==> src/rtl/rr_arb_pkg.sv <==
// rr_arb_pkg: shared sizes, FSM encoding and timeout default for the 8-way round-robin arbiter
package rr_arb_pkg;
  localparam int NREQ = 8;
  localparam int IDX_W = 3;
  localparam int TIMEOUT_DEF = 15;
  typedef enum logic {IDLE = 1'b0, GRANT = 1'b1} state_t;
endpackage

==> src/rtl/rr_pick8.sv <==
// rr_pick8: round-robin search, first set req bit after ptr (ptr+1 .. ptr, wrapping); ports req/ptr in, any/idx out
module rr_pick8
  import rr_arb_pkg::*;
(
  input  logic [NREQ-1:0]  req,
  input  logic [IDX_W-1:0] ptr,
  output logic             any,
  output logic [IDX_W-1:0] idx
);
  always_comb begin
    any = |req;
    idx = ptr;
    for (int k = NREQ; k >= 1; k--)
      if (req[ptr + IDX_W'(k)]) idx = ptr + IDX_W'(k);
  end
endmodule

==> src/rtl/rr_arbiter8.sv <==
// rr_arbiter8: 8-way round-robin arbiter (clk, async rst, req[7:0], ack -> en, in[2:0], busy, timeout); RR_TIMEOUT_EN adds forced release after TIMEOUT cycles
module rr_arbiter8
  import rr_arb_pkg::*;
#(
  parameter int TIMEOUT = TIMEOUT_DEF
) (
  input  logic             clk,
  input  logic             rst,
  input  logic [NREQ-1:0]  req,
  input  logic             ack,
  output logic             en,
  output logic [IDX_W-1:0] in,
  output logic             busy,
  output logic             timeout
);
  state_t state, state_nx;
  logic [IDX_W-1:0] ptr, ptr_nx, in_nx, pick_ptr, idx;
  logic [NREQ-1:0] pick_req;
  logic any, expire;
  if (TIMEOUT < 1 || TIMEOUT > 255) begin : g_bad_timeout
    $error("TIMEOUT must be 1..255");
  end
  assign busy = state == GRANT;
  assign en = busy;
  // one picker serves both the idle search and the back-to-back search from the acked index
  assign pick_req = busy ? req & ~(NREQ'(1) << in) : req;
  assign pick_ptr = busy ? in : ptr;
  rr_pick8 u_pick (.req(pick_req), .ptr(pick_ptr), .any(any), .idx(idx));
`ifdef RR_TIMEOUT_EN
  logic [7:0] cnt;
  assign expire = busy && !ack && req[in] && cnt == 8'(TIMEOUT - 1);
  always_ff @(posedge clk or posedge rst)
    if (rst) begin
      cnt <= 8'd0;
      timeout <= 1'b0;
    end else begin
      cnt <= busy && !ack ? cnt + 8'd1 : 8'd0;
      timeout <= expire;
    end
`else
  assign expire = 1'b0;
  assign timeout = 1'b0;
`endif
  always_ff @(posedge clk or posedge rst)
    if (rst) begin
      state <= IDLE;
      ptr <= 3'd7;
      in <= '0;
    end else begin
      state <= state_nx;
      ptr <= ptr_nx;
      in <= in_nx;
    end
  always_comb begin
    state_nx = state;
    ptr_nx = ptr;
    in_nx = in;
    if (!busy) begin
      state_nx = any ? GRANT : IDLE;
      in_nx = any ? idx : in;
    end else if (ack) begin
      ptr_nx = in;
      state_nx = any ? GRANT : IDLE;
      in_nx = any ? idx : in;
    end else if (!req[in]) begin
      state_nx = IDLE;
    end else if (expire) begin
      state_nx = IDLE;
      ptr_nx = in;
    end
  end
endmodule
==> config.mk <==
export PLATFORM = sky130hd
export DESIGN_NAME = rr_arbiter8
export DESIGN_NICKNAME = d
export VERILOG_FILES = /design/src/rtl/rr_arb_pkg.sv /design/src/rtl/rr_pick8.sv /design/src/rtl/rr_arbiter8.sv
export SDC_FILE = /design/constraint.sdc
export NUM_CORES = 1
export LEC_CHECK = 0
export BUFFER_PORTS_ARGS = -buffer_cell sky130_fd_sc_hd__buf_2
export CAP_MARGIN = 20
export CORE_MARGIN = 3
export CORE_UTILIZATION = 59
export CTS_CLUSTER_SIZE = 14
export DETAILED_ROUTE_END_ITERATION = 8
export HOLD_SLACK_MARGIN = 0.03
export PLACE_DENSITY = 0.8
export SYNTH_ARGS = -nofsm -noshare
export SYNTH_HDL_FRONTEND = slang
export SYNTH_SLANG_ARGS = --single-unit
export TNS_END_PERCENT = 10
==> constraint.sdc <==
create_clock -name clk -period 4.05 [get_ports clk]
set_input_delay 0 -clock clk [delete_from_list [all_inputs] [get_ports clk]]
set_output_delay 0 -clock clk [all_outputs]
set_load 0.01 [all_outputs]
==> impl_metrics.csv <==
group,metric,value,unit
timing,period_share,80.13,%
synth,synth_area,1541,µm²
setup_path,cp_cell_sequence,"mux2i_2 > inv_2 > ha_1 > xnor2_2 > mux4_2 > nor3_2 > a31oi_1 > a311oi_1 > o21ai_1 > mux2_2",
clock_network,postCtsSetupBuffers,0,
die,row_count,17,
clock_network,hold_buffers,2,
placed_design,gp_congestion,1.062,
grt,track_usage,29.44,%
grt,grt_pass1_wl,7569,µm
grt,grt_max_degree,21,
placed_design,placed_area,1585,µm²
clock_network,h-tree-depth,1,
detailed_routing,via_per_inst,7.197,
grt,grt_pass1_vias,1494,
clock_network,clockBufferDepth,2,
clock_network,clk_pin_slew,0.06,ns
detailed_routing,dr.pass1.iters,4,
detailed_routing,drt-total-wl,4508,µm
synth,async_flop_share,100.0,%
synth,ys_seq_elements,7,
setup_path,cp_slowest_cell,"dfrtp_1",
synth,synth_top_area_share,10.23,%
setup_path,cp-end-kind,"register",
setup_path,cp_max_fo,15,
timing,finalHoldViolations,0,
die,ioPinCount,17,
synth,synth-seq-area-share,11.61,%
placed_design,port_buffers,15,
synth,syn_area_per_cell,8.071,µm²
timing,setup_viol,0,
setup_path,required,4.20,ns
clock_network,cts_tree,"yes",
setup_path,cp_slowest_stage_delay,0.65,ns
die,core_region_area,2340,µm²
synth,ys_types,50,
detailed_routing,drc_errors,0,
timing,layout_min_cycle_time,3.245,ns
die,die_x,57.12,µm
grt,overflow,0,
clock_network,numCtsBuffers,3,
synth,synth_area_leader_cell,"mux4_2",
synth,synth_ff_type,"dfrtp_1",
setup_path,arrival,3.39,ns
detailed_routing,drt-initial-drc-count,127,
timing,worstMarginPinSlew,0.5994,ns
timing,rsz0062_at_grt,"false",
synth,ys.warnings.count,0,
setup_path,critical_path_class,"reg -> reg",
grt,antenna_found_initial,0,
die,die_area,3262,µm²
cells_and_area,layout-drive-gt1-share,25.50,%
hold_path,hold_class,"in -> async",
timing,tns,0,ns
timing,max_freq,0.3081,GHz
die,initial_utilization,65.88,%
die,die_h,57.12,µm
timing,skew,0.007677,ns
detailed_routing,ant_nets,0,
job,drv_cap,0,
cells_and_area,postLayoutCellArea,1632,µm²
clock_network,clkLatencyLatePin,0.26,ns
timing,finalMaxSlewViolations,0,
synth,syn-instance-count,191,
timing,maxSlewHeadroom,59.92,%
cells_and_area,antennaDiodeCount,0,
synth,ys_top_cells_by_area,"mux4_2, nand2_1, mux2_2, dfrtp_1, mux2i_1",
clock_network,root_buffer,"clkbuf_4",
setup_path,start_kind,"register",
cells_and_area,area_growth,5.844,%
detailed_routing,via_count,1641,
status,outcome,"complete, no violations",
detailed_routing,post_drt_wl_per_cell,19.77,µm
synth,syn_nets,204,
synth,synth_enable_flop_cells,0,
placed_design,hpwl,3175,µm
cells_and_area,num-nets-final,214,
clock_network,cts_num_sinks,7,
clock_network,cts.repair.resized,0,
## placed cells by master, fill, tap and decap left out, types with 2 or more instances in the layout
master / netlist / routed
inv_1: 3 / 3
o31ai_1: 3 / 3
inv_2: 2 / 2
mux2_2: 9 / 9
buf_2: 5 / 15
mux4_2: 7 / 7
o21ai_0: 12 / 12
a21oi_1: 10 / 10
nand2_1: 30 / 30
nand2b_1: 9 / 9
ha_1: 2 / 2
nand3_1: 3 / 3
and3_1: 2 / 2
xor2_1: 2 / 2
a311oi_1: 2 / 2
dlygate4sd3_1: 0 / 2
o22ai_1: 2 / 2
nor3_1: 9 / 9
nor2b_1: 5 / 5
dfrtp_1: 4 / 4
a31oi_1: 6 / 6
dfstp_2: 3 / 3
mux2i_2: 2 / 2
a21o_1: 2 / 2
mux4_1: 3 / 3
xnor2_2: 2 / 2
clkbuf_4: 0 / 3
buf_4: 2 / 4
mux2i_1: 9 / 9
nor2_1: 12 / 12
## synthesized netlist by cell type (2+ instances only)
cell	number
a21o_1	2
a21oi_1	10
a311oi_1	2
a31oi_1	6
and3_1	2
buf_2	5
buf_4	2
buf_6	3
clkbuf_1	6
dfrtp_1	4
dfstp_2	3
ha_1	2
inv_1	3
inv_2	2
mux2_2	9
mux2i_1	9
mux2i_2	2
mux4_1	3
mux4_2	7
nand2_1	30
nand2b_1	9
nand3_1	3
nor2_1	12
nor2b_1	5
nor3_1	9
o21ai_0	12
o22ai_1	2
o31ai_1	3
xnor2_2	2
xor2_1	2
## metal layers
| metal | global-route usage, % | part of all wire (%) | routed length [µm] | up-vias |
|---|---|---|---|---|
| li1 | - | - | - | 738 |
| met5 | 0 | 0 | 0 | - |
| met4 | 8.278 | 2.8 | 127 | 0 |
| met3 | 8.145 | 15 | 661 | 22 |
| met2 | 44.54 | 43 | 1942 | 146 |
| met1 | 41.23 | 39 | 1777 | 735 |
## registers in the layout (all words and copies together), names as in the netlist
register	flops
in	3
ptr	3
busy	1
## path summary, 6_finish.rpt
path / from / slack [ns] / to / depth (start not counted)
max: in[1]$_DFFE_PP0P_ / 0.80 / in[1]$_DFFE_PP0P_ / 10
min: rst / 0.22 / busy$_DFF_PP0_ / 3
max reg2reg: in[1]$_DFFE_PP0P_ / 0.80 / in[1]$_DFFE_PP0P_ / 10
min reg2reg: ptr[1]$_DFFE_PP1P_ / 0.52 / ptr[1]$_DFFE_PP1P_ / 2
max in group asynchronous: rst / 3.53 / ptr[0]$_DFFE_PP1P_ / 3
min in group clk: req[7] / 0.43 / busy$_DFF_PP0_ / 5
## worst max-delay path, delay by kind of cell, from the launching register on
family                   cells  cell delay (ns)
multiplexers                 3             0.81
flip-flops                   1             0.65
AO/OA/AOI/OAI                3             0.50
adder cells (fa/ha/maj)      1             0.48
buffers and inverters        1             0.25
XOR/XNOR                     1             0.23
AND/OR/NAND/NOR              1             0.21
## final cells by class
cell class	instances	area, µm²
multi-input cells	163	1247
fillers	202	708.2
flip-flops and latches	7	178.9
repair buffers	21	125.1
well taps	28	35.03
clock buffers	4	26.28
inverters	5	18.77
## cells by family after synthesis
group                      after synthesis  synth area share (%)
and+or+nand+nor                         77                 24.92
buffers and inverters                   21                 7.467
other                                    1                0.2433
muxes                                   31                 31.01
DFF                                      7                 11.61
xor gates and xnor gates                 4                 3.247
AOI/OAI and AO/OA                       48                 19.89
adders and majority gates                2                 1.623
## stage by stage
stage | hold slack [ns] | instances | utilization (%) | setup slack, ns
global placement | -0.05936 | 222 | 67.75 | 0.9762
global route | 0.2389 | 228 | 69.73 | 0.4511
detailed placement | -0.04832 | 222 | 67.75 | 0.8806
floorplan | -0.1988 | 191 | - | 0.8811
CTS | 0.2238 | 228 | 69.73 | 0.8672
finish | 0.2236 | 228 | 69.73 | 0.8046
Power is left out: the tool's default activity adds up to more than one toggle a clock period on the data nets, which glitch-free logic cannot reach.
